--- src/rtl/aes_mix_pkg.sv ---
// Shared types and GF(2^8) helpers for the sequential AES MixColumns stage.
// State layout: byte (r,c) sits at packed index 15-4r-c, i.e. bits 127-32r-8c -: 8.
package aes_mix_pkg;

  localparam logic [7:0] POLY = 8'h1B;

  typedef logic [15:0][7:0] state_t;   // 16 bytes, row-major as on the bus
  typedef logic [3:0][7:0]  column_t;  // element r = row r of one column

  typedef enum logic [1:0] {
    ST_IDLE  = 2'd0,
    ST_BUSY  = 2'd1,
    ST_FLUSH = 2'd2,
    ST_DONE  = 2'd3
  } mix_state_e;

  // Multiply by x modulo x^8+x^4+x^3+x+1
  function automatic logic [7:0] xtime(input logic [7:0] b);
    return {b[6:0], 1'b0} ^ (b[7] ? POLY : 8'h00);
  endfunction

  function automatic logic [7:0] gf_mul2(input logic [7:0] b);
    return xtime(b);
  endfunction

  function automatic logic [7:0] gf_mul3(input logic [7:0] b);
    return xtime(b) ^ b;
  endfunction

  function automatic logic [7:0] gf_mul9(input logic [7:0] b);
    return xtime(xtime(xtime(b))) ^ b;
  endfunction

  function automatic logic [7:0] gf_mul11(input logic [7:0] b);
    return xtime(xtime(xtime(b))) ^ xtime(b) ^ b;
  endfunction

  function automatic logic [7:0] gf_mul13(input logic [7:0] b);
    return xtime(xtime(xtime(b))) ^ xtime(xtime(b)) ^ b;
  endfunction

  function automatic logic [7:0] gf_mul14(input logic [7:0] b);
    return xtime(xtime(xtime(b))) ^ xtime(xtime(b)) ^ xtime(b);
  endfunction

  // Pull column c out of a row-major state
  function automatic column_t get_column(input state_t s, input logic [1:0] c);
    column_t col;
    for (int r = 0; r < 4; r++) begin
      col[r] = s[15 - 4*r - int'(c)];
    end
    return col;
  endfunction

  // Return s with column c overwritten by col
  function automatic state_t put_column(input state_t s, input logic [1:0] c,
                                        input column_t col);
    state_t t;
    t = s;
    for (int r = 0; r < 4; r++) begin
      t[15 - 4*r - int'(c)] = col[r];
    end
    return t;
  endfunction

endpackage

--- src/rtl/mix_column_unit.sv ---
// Combinational MixColumns on a single 32-bit column.
// The inverse matrix is only built when MIXCOL_INVERSE_EN is defined;
// otherwise inv_i is ignored and the unit is forward-only.
import aes_mix_pkg::*;

module mix_column_unit (
  input  column_t col_i,
  input  logic    inv_i,
  output column_t col_o
);

  column_t fwd_col;
`ifdef MIXCOL_INVERSE_EN
  column_t inv_col;
`endif

  // Each row uses the same coefficient row, rotated by the row number
  for (genvar gi = 0; gi < 4; gi++) begin : g_row
    localparam int R1 = (gi + 1) % 4;
    localparam int R2 = (gi + 2) % 4;
    localparam int R3 = (gi + 3) % 4;

    assign fwd_col[gi] = gf_mul2(col_i[gi]) ^ gf_mul3(col_i[R1]) ^
                         col_i[R2] ^ col_i[R3];
`ifdef MIXCOL_INVERSE_EN
    assign inv_col[gi] = gf_mul14(col_i[gi]) ^ gf_mul11(col_i[R1]) ^
                         gf_mul13(col_i[R2]) ^ gf_mul9(col_i[R3]);
`endif
  end

`ifdef MIXCOL_INVERSE_EN
  assign col_o = inv_i ? inv_col : fwd_col;
`else
  logic unused_inv;
  assign unused_inv = inv_i;
  assign col_o      = fwd_col;
`endif

endmodule

--- src/rtl/mix_columns_seq.sv ---
// Handshaked, iterative AES MixColumns stage.
// Captures one state, rewrites LANES columns per cycle in place, then holds
// the result on po_out until the consumer accepts it.
// Optional feature: MIXCOL_INVERSE_EN builds the InvMixColumns path and
// honours pi_inverse; without it the stage is forward-only.
import aes_mix_pkg::*;

module mix_columns_seq #(
  parameter int LANES   = 1,
  parameter int OUT_REG = 1
) (
  input  logic         pi_clk,
  input  logic         pi_rst,
  input  logic         pi_valid,
  output logic         po_in_ready,
  input  logic         pi_inverse,
  input  logic [127:0] pi_in,
  output logic         po_valid,
  input  logic         pi_out_ready,
  output logic [127:0] po_out,
  output logic         po_busy
);

  // Only 1, 2 and 4 divide the four columns evenly
  if (LANES != 1 && LANES != 2 && LANES != 4) begin : g_bad_lanes
    $error("mix_columns_seq: LANES must be 1, 2 or 4");
  end

  localparam int         NSTEPS   = 4 / LANES;
  localparam logic [1:0] LAST_CNT = 2'(NSTEPS - 1);

  mix_state_e state_q, state_d;
  logic [1:0] col_cnt_q, col_cnt_d;
  state_t     data_q, data_d;
  logic       inv_q, inv_d;
  state_t     out_q, out_d;

  logic       inv_sel;
  column_t    lane_in  [LANES];
  column_t    lane_out [LANES];
  logic [1:0] lane_idx [LANES];
  state_t     mixed_state;

`ifdef MIXCOL_INVERSE_EN
  assign inv_sel = pi_inverse;
`else
  logic unused_inverse;
  assign unused_inverse = pi_inverse;
  assign inv_sel        = 1'b0;
`endif

  // One column unit per lane, working on columns col_cnt*LANES .. +LANES-1
  for (genvar gi = 0; gi < LANES; gi++) begin : g_lane
    assign lane_idx[gi] = 2'(int'(col_cnt_q) * LANES + gi);
    assign lane_in[gi]  = get_column(data_q, lane_idx[gi]);

    mix_column_unit u_mix (
      .col_i (lane_in[gi]),
      .inv_i (inv_q),
      .col_o (lane_out[gi])
    );
  end

  // Splice this cycle's transformed columns back into the working state
  always_comb begin
    mixed_state = data_q;
    for (int l = 0; l < LANES; l++) begin
      mixed_state = put_column(mixed_state, lane_idx[l], lane_out[l]);
    end
  end

  // Next-state, datapath updates and handshake outputs
  always_comb begin
    state_d     = state_q;
    col_cnt_d   = col_cnt_q;
    data_d      = data_q;
    inv_d       = inv_q;
    out_d       = out_q;
    po_in_ready = 1'b0;
    po_valid    = 1'b0;
    po_busy     = 1'b0;

    case (state_q)
      ST_IDLE: begin
        po_in_ready = 1'b1;
        if (pi_valid) begin
          data_d    = pi_in;
          inv_d     = inv_sel;
          col_cnt_d = 2'd0;
          state_d   = ST_BUSY;
        end
      end

      ST_BUSY: begin
        po_busy   = 1'b1;
        data_d    = mixed_state;
        col_cnt_d = col_cnt_q + 2'd1;
        if (col_cnt_q == LAST_CNT) begin
          col_cnt_d = 2'd0;
          if (OUT_REG != 0) begin
            state_d = ST_FLUSH;
          end else begin
            // No output stage: publish the finished state straight away
            out_d   = mixed_state;
            state_d = ST_DONE;
          end
        end
      end

      ST_FLUSH: begin
        po_busy = 1'b1;
        out_d   = data_q;
        state_d = ST_DONE;
      end

      ST_DONE: begin
        po_valid = 1'b1;
        if (pi_out_ready) begin
          state_d = ST_IDLE;
        end
      end

      default: begin
        state_d = ST_IDLE;
      end
    endcase
  end

  // State and datapath registers; reset discards any in-flight block
  always_ff @(posedge pi_clk) begin
    if (pi_rst) begin
      state_q   <= ST_IDLE;
      col_cnt_q <= 2'd0;
      data_q    <= '0;
      inv_q     <= 1'b0;
      out_q     <= '0;
    end else begin
      state_q   <= state_d;
      col_cnt_q <= col_cnt_d;
      data_q    <= data_d;
      inv_q     <= inv_d;
      out_q     <= out_d;
    end
  end

  assign po_out = out_q;

endmodule

--- config.mk ---
export PLATFORM = sky130hd
export DESIGN_NAME = mix_columns_seq
export DESIGN_NICKNAME = d
export VERILOG_FILES = /design/src/rtl/aes_mix_pkg.sv /design/src/rtl/mix_column_unit.sv /design/src/rtl/mix_columns_seq.sv
export SDC_FILE = /design/constraint.sdc
export NUM_CORES = 1
export LEC_CHECK = 0
export CAP_MARGIN = 5
export CORE_MARGIN = 2
export CORE_UTILIZATION = 46
export CTS_CLUSTER_DIAMETER = 100
export DETAILED_ROUTE_END_ITERATION = 6
export GPL_TIMING_DRIVEN = 0
export PLACE_DENSITY = 0.76
export SLEW_MARGIN = 20
export SYNTH_ARGS = -nofsm -noshare
export SYNTH_HDL_FRONTEND = slang
export SYNTH_HIERARCHICAL = 1
export SYNTH_SLANG_ARGS = --single-unit
--- constraint.sdc ---
create_clock -name pi_clk -period 2.6 [get_ports pi_clk]
set_clock_uncertainty 0.1 [all_clocks]
set_input_delay 0.52 -clock pi_clk [delete_from_list [all_inputs] [get_ports pi_clk]]
set_output_delay 0.52 -clock pi_clk [all_outputs]
set_load 0.03 [all_outputs]
# [Word level (Yosys, flattened, before mapping)]
# Cells that the tools add are included.
[totals] elab_cells=123 ff_bits=260 out_inout_bits=131 in_bits=133
[classes] bitwise_logic=20 n_addsub=5 n_mux=40 n_eq_ne=7 n_reduce_logical=9 magnitude_cmp=8
[op_table] cell="$bwmux 128" count=4
[op_table] cell="$pmux 128 s2" count=1
[op_table] cell="$xor 8x8->8" count=20
[op_table] cell="$bmux 8 s4" count=4
[op_table] cell="$demux 8 s4" count=4
[op_table] cell="$mux 128" count=1
[op_table] cell="$mux 8" count=12
[op_table] cell="$mux 5" count=4
[op_table] cell="$lt 5x6->1 const B" count=2
[op_table] cell="$ge 5x1->1 const B" count=2
[op_table] cell="$mux 2" count=5
[op_table] cell="$sub 4x2->5 const A" count=2
[op_table] cell="$pmux 2 s4" count=1
[op_table] cell="$eq 2x2->1 const B" count=3
[op_table] cell="$lt 3x6->1 const B" count=1
[op_table] cell="$lt 4x6->1 const B" count=1
[op_table] cell="$ne 2x2->1 const B" count=3
[op_table] cell="$ge 4x1->1 const B" count=1
[op_table] cell="$logic_and 1x1->1" count=4
[op_table] cell="$pmux 2 s2" count=1
[op_table] cell="$sub 3x2->4 const A" count=1
[op_table] cell="$ge 3x1->1 const B" count=1
[op_table] cell="$mux 1" count=3
[op_table] cell="$reduce_and 3->1" count=1
[op_table] cell="other kinds (7)" count=7

# [Depth between registers and ports, before layout]
# Gate-level depths: netlist of run 1.
[depth] depth_word=15 ltp_mapped=9 mapped_depth_nobuf=6

# [By module]
# The synthesis of run 1 kept the hierarchy.
[modules_own_cells] module="mix_columns_seq" cells_per_inst=1074 area_per_inst_um2=11304.6 n_inst=1 seq_area_each_um2=5205.0
[modules_own_cells] module="mix_column_unit" cells_per_inst=117 area_per_inst_um2=1039.7 n_inst=1 seq_area_each_um2=0.0

# [Least setup slack after synthesis of run 1]
# OpenSTA, ideal clock, no wires.
[synth_path] path_kind="reg-to-reg" start="register col_cnt_q[0]" end="register data_q[69] (netlist name)" setup_ns=0.070 arrival_time_ns=2.420 stages_incl_launch_ff=9 n_path_buf=2 path_slack_ns=0.010 synth_period_minus_slack_ns=2.590 t_required_ns=2.430 cell_sequence="dfxtp_1 -> buf_2 -> buf_2 -> mux4_2 -> xnor2_1 -> xor2_1 -> xor2_1 -> a21oi_1 -> o2bb2ai_1"
[synth_lines] element="start, declared" line="mix_columns_seq.sv:33" source="logic [1:0] col_cnt_q, col_cnt_d;"
[synth_lines] element="start signal, assigned" line="mix_columns_seq.sv:139" source="col_cnt_q <= col_cnt_d;"
[synth_lines] element="end signal, assigned" line="mix_columns_seq.sv:140" source="data_q <= data_d;"
[synth_lines] element="end, declared" line="mix_columns_seq.sv:34" source="state_t data_q, data_d;"

==> flow_summary.json, run 1 <==
{
  "status": "complete, but fails checks",
  "failed_checks": "negative setup slack",
  "clk_latency_ps": 530,
  "gp_congestion": 0.8889,
  "fmax_mhz": 368.0,
  "p_sw_mw": 11.52,
  "dr.max_layer_used": "met4",
  "cap_viol_max_count": 0,
  "avgSynthCellArea_um2": 10.37,
  "layout_commonest_cell": "clkdlybuf4s50_1",
  "antenna_found_initial": 1,
  "placed_area_mm2": 0.01538,
  "postLayoutCoreUtil": 0.6657,
  "crit_arrival_ps": 3020,
  "port_buffers": 262,
  "seq_power_share": 0.224,
  "combinationalPowerShare": 0.627,
  "clock_power_share": 0.149,
  "rsz0062_at_grt": "yes",
  "drt_iter0_markers": 970,
  "fin_nets": 1658,
  "grt_pass1_wl_um": 63000,
  "layout-area-overhead-vs-synth_pct": 41.37,
  "routed_wl_um": 43960,
  "ir_worst_vdd_uv": 1191,
  "wl_met2_um": 20340,
  "finalHoldViolCount": 0,
  "io_pins": 264,
  "grt_usage": 0.2901,
  "wl_per_cell_um": 23.53,
  "period_needed_ps": 2718,
  "final_cell_area_mm2": 0.01745,
  "worstHoldPathType": "reg2reg",
  "place_hpwl_um": 30600,
  "drive_gt1_frac": 0.1926,
  "die_h_um": 167.8,
  "fin_crit_sh": 1.045,
  "clockBufferDepth": 3,
  "clock_sinks": 260,
  "grt_overflow": 0,
  "cts_tree": "yes",
  "yosys_warnings": 6,
  "layout_common_cells": "clkdlybuf4s50_1 (260), dfxtp_1 (259), nor2_1 (132), mux2i_1 (129), nor2b_1 (127)",
  "drc_errors": 0,
  "worstSetupPathType": "reg2reg",
  "layout_setup_ws_ps": -117.5,
  "start_kind": "flop",
  "pre_cts_ws_ps": -715.9,
  "finalSetupTns_ps": -479.3,
  "htree_num_levels": 1,
  "start_util": 0.4709,
  "p_leak_nw": 6.256,
  "core_mm2": 0.02621,
  "clkTransAtPathRegs_ps": 60,
  "cellInternalPower_mw": 13.86,
  "firstDrtPassIters": 7,
  "switching_share": 0.4539,
  "synth_cells": 1190,
  "wl_met1_um": 17650,
  "die_area_mm2": 0.02815,
  "num_vias": 10991,
  "path_max_fanout": 8,
  "powerDensity_mw_per_mm2": 1455,
  "critPathRequiredTime_ps": 2900,
  "grt_max_degree": 14,
  "cts-buffers-inserted": 27,
  "viasPerCell": 5.884,
  "clockRootBuffer": "clkbuf_16",
  "holdBufCountCts": 0,
  "syn_nets": 1333,
  "worst_slew_pin_slew_ps": 779.9,
  "chipWidth_um": 167.8,
  "first_global_vias": 10731,
  "rows": 59,
  "dr_wl_met3_um": 3974,
  "slew_viol_final": 0,
  "final-setup-viol-count": 14,
  "worst_setup_path_end_kind": "flop",
  "syn_area_mm2": 0.01234,
  "ant_nets": 0,
  "slew_headroom": 0.4800
}
[registers in the layout, indices dropped and copies added (netlist names)]
signal     flops
po_out       128
col_cnt_q      2
state_q        2
data_q       128
[layer usage]
metal,vias to the layer above,global-route usage
met1,5309,0.3779
met3,149,0.06535
met5,-,0
met4,0,0.1119
met2,663,0.4713
li1,4870,-
[timing repair]
item                                    in CTS  in global routing
gates resized for setup                     71                 70
pin swaps                                   12                 39
gates cloned                                 0                  1
hold endpoints to repair                     0                  0
endpoints found under the setup margin     130                124
setup buffers                               20                 16
[worst max-delay path: stages, from the launching register on]
cell,delay [ps]
dfxtp_4,360
buf_12,150
buf_12,140
mux4_2,680
xnor2_2,230
xnor2_2,350
xnor2_2,170
a21oi_1,270
o2bb2ai_1,130
[area by class of cell]
| cell class | count | area (um2) |
|---|---|---|
| fillers | 1879 | 8761 |
| multi-input cells | 825 | 7346 |
| flip-flops and latches | 260 | 5209 |
| repair buffers | 299 | 2947 |
| clock buffers | 40 | 804.5 |
| plain buffers | 98 | 648.1 |
| well taps | 335 | 419.2 |
| clock inverters | 6 | 55.05 |
| inverters | 4 | 15.01 |
| diodes | 1 | 2.502 |
[through the flow]
stage	std cells	hold WS [ps]	power, mW
5_1_grt	1867	400.5	25.99
2_1_floorplan	1190	348.4	13.26
4_1_cts	1852	388.0	22.83
6_report	1868	389.7	25.39
3_3_place_gp	1787	367.5	16.65
3_5_place_dp	1787	373.7	16.78
[final timing paths]
check | slack (ps) | to | cells after the start | startpoint
worst max-delay path | -120 | data_q[76] | 8 | col_cnt_q[0]
worst min-delay path | 390 | data_q[47] | 1 | data_q[47]
worst max register to register | -120 | data_q[76] | 8 | col_cnt_q[0]
worst min register to register | 390 | data_q[47] | 1 | data_q[47]
[power groups by stage]
stage	registers, mW	logic, mW	clock network [mW]
final	5.69	15.9	3.79
after detailed placement	5.71	11.1	0
after global placement	5.69	11.0	0
after global routing	5.75	16.3	3.95
after floorplan	5.61	7.65	0
after CTS	5.63	13.4	3.80
Note: power is estimated with default switching activity, not from simulation.
==> run 2: changes to the inputs <==
--- a/config.mk
+++ b/config.mk
@@ -5,8 +5,6 @@
 export SDC_FILE = /design/constraint.sdc
 export NUM_CORES = 1
 export LEC_CHECK = 0
-export CAP_MARGIN = 5
-export CORE_MARGIN = 2
 export CORE_UTILIZATION = 46
 export CTS_CLUSTER_DIAMETER = 100
 export DETAILED_ROUTE_END_ITERATION = 6
==> run 2 against run 1 <==
  * The flow finishes with violations (design-rule violations, negative setup slack)
  * Setup slack gained 15 ps
  * Flip-flop and latch count is the same
  * Global-route usage grew 0.80 points
  * Via count grew 0.19%
  * Wire length shrank 0.19%
  * Count of clock-buffer cells in the layout shrank 8
  * Critical path type unchanged
  * Largest power group unchanged
==> flow_summary.json, run 2 (synthesis gave the netlist of run 1 again) <==
{
  "status": "complete, but fails checks",
  "failed_checks": "design-rule violations, negative setup slack",
  "layout-area-overhead-vs-synth_pct": 41.28,
  "start_util": 0.4709,
  "fillers": 1923,
  "ir_worst_vdd_uv": 1096,
  "finalHoldViolCount": 0,
  "chipWidth_um": 165.8,
  "clockRootBuffer": "clkbuf_16",
  "period_needed_ps": 2703,
  "cp_top_family": "XOR/XNOR gates",
  "holdBufCountCts": 0,
  "placed_area_mm2": 0.01538,
  "core_mm2": 0.02621,
  "routed_wl_um": 43880,
  "firstDrtPassIters": 7,
  "rsz0062_at_grt": "yes",
  "layout_commonest_cell": "clkdlybuf4s50_1",
  "final_cell_count_no_fill": 1869,
  "clock_power_share": 0.147,
  "io_pins": 264,
  "pre_cts_ws_ps": -708.7,
  "gp_congestion": 0.9447,
  "slew_headroom": 0.4941,
  "fin_crit_sh": 1.039,
  "cts-buffers-inserted": 27,
  "slew_viol_final": 0,
  "htree_num_levels": 1,
  "wl_per_cell_um": 23.48,
  "max_stage_delay_ps": 610,
  "worstSetupPathType": "reg2reg",
  "worst_setup_path_end_kind": "flop",
  "drt_iter0_markers": 1207,
  "combinationalPowerShare": 0.630,
  "grt_pass1_wl_um": 63160,
  "path_max_fanout": 10,
  "layout_common_cells": "clkdlybuf4s50_1 (260), dfxtp_1 (259), nor2_1 (132), mux2i_1 (129), nor2b_1 (127)",
  "fin_nets": 1661,
  "crit_cells": 8,
  "path_cells": "buf_12 -> buf_12 -> mux4_2 -> xor2_4 -> xnor2_2 -> xnor2_2 -> a31oi_1 -> o2bb2ai_1",
  "drive_gt1_frac": 0.1949,
  "critPathRequiredTime_ps": 2930,
  "antenna_cells": 0,
  "grt_max_degree": 15,
  "ant_nets": 0,
  "first_global_vias": 10617,
  "seqCellArea_mm2": 0.005209,
  "placed_cells": 1787,
  "die_h_um": 165.8,
  "viasPerCell": 5.892,
  "switching_share": 0.4535,
  "fmax_mhz": 370.0,
  "hold_depth": 1,
  "powerDensity_mw_per_mm2": 1463,
  "seq_power_share": 0.223,
  "multi_input_area_mm2": 0.007380,
  "antenna_found_initial": 1,
  "worst_slew_pin_slew_ps": 758.9,
  "clock_sinks": 260,
  "die_area_mm2": 0.02749,
  "regToRegSetupSlack_ps": -100,
  "clk_latency_ps": 530,
  "holdWs_ps": 389.8,
  "p_leak_nw": 6.252,
  "layout_setup_ws_ps": -102.6,
  "worstHoldPathType": "reg2reg",
  "r2r_start": "col_cnt_q[0]",
  "port_buffers": 262,
  "rows": 59,
  "reg2reg_depth": 8,
  "final_cell_area_mm2": 0.01743,
  "place_hpwl_um": 30330,
  "grt_overflow": 0,
  "cpMaxStageDelayCell": "mux4_2",
  "start_kind": "flop",
  "cp_num_buf_inv": 2,
  "total_power_mw": 25.51,
  "final-setup-viol-count": 27,
  "drc_errors": 16,
  "cts_tree": "yes",
  "cellInternalPower_mw": 13.94,
  "grt_usage": 0.2981,
  "p_sw_mw": 11.57,
  "num_vias": 11012,
  "hp-start": "data_q[15]",
  "crit_arrival_ps": 3040,
  "clkTransAtPathRegs_ps": 70,
  "cap_viol_max_count": 0,
  "hold_end": "data_q[15]",
  "clockBufferDepth": 3,
  "r2r_end": "data_q[124]"
}
## run 2: changes by cell type in the layout (fill, tap and decap cells not counted), moves of 3 or more
| cell | before | now |
|---|---|---|
| buf_4 | 39 | 47 |
| buf_6 | 19 | 14 |
| clkbuf_8 | 9 | 4 |
| clkinv_2 | 5 | 9 |
| xnor2_1 | 26 | 23 |
| xor2_2 | 13 | 9 |
| xor2_4 | 4 | 7 |
## run 2: power groups by stage
stage	Clock, mW	Sequential, mW	Combinational (mW)
4_1_cts	3.75	5.63	13.6
6_report	3.76	5.68	16.1
3_3_place_gp	0	5.69	10.9
3_5_place_dp	0	5.71	11.1
5_1_grt	3.92	5.75	16.5
2_1_floorplan	0	5.61	7.65
## run 2: repair_timing
action,in CTS,in global routing
gates resized for setup,83,55
buffers inserted,22,17
pin swaps,19,44
setup endpoints to repair,130,112
## run 2: cell type report
class                   count  area share
repair buffers            301      0.1687
clock buffers              32     0.04098
clock inverters            13    0.006890
inverters                   4   0.0008612
plain buffers              99     0.03653
well taps                 335     0.02404
multi-input cells         825      0.4233
flip-flops and latches    260      0.2988
## run 2: how the worst max path moves through the flow
| stage | slack, ps | from | endpoint |
|---|---|---|---|
| floorplan | 10 | col_cnt_q[0] | data_q[69] |
| global placement | -650 | col_cnt_q[0] | data_q[101] |
| detailed placement | -710 | col_cnt_q[0] | data_q[30] |
| CTS | 0.4 | col_cnt_q[0] | data_q[63] |
| global route | -130 | col_cnt_q[0] | data_q[124] |
| finish | -100 | col_cnt_q[0] | data_q[124] |
## run 2: per-layer routing
layer  wire length, um  part of all wire  global-route usage  up-vias
met4              2114             0.048              0.1247        2
li1                  -                 -                   -     4875
met1             17150              0.39              0.3873     5253
met3              4188             0.095             0.05505      155
met2             20410              0.47              0.4886      727
met5                11           0.00025                   0        -
## run 2: stage by stage
stage,utilization,setup TNS [ps]
floorplan,-,0
global placement,0.5870,-55940
detailed placement,0.5870,-59050
CTS,0.6455,0
global route,0.6653,-3179
finish,0.6653,-949.9
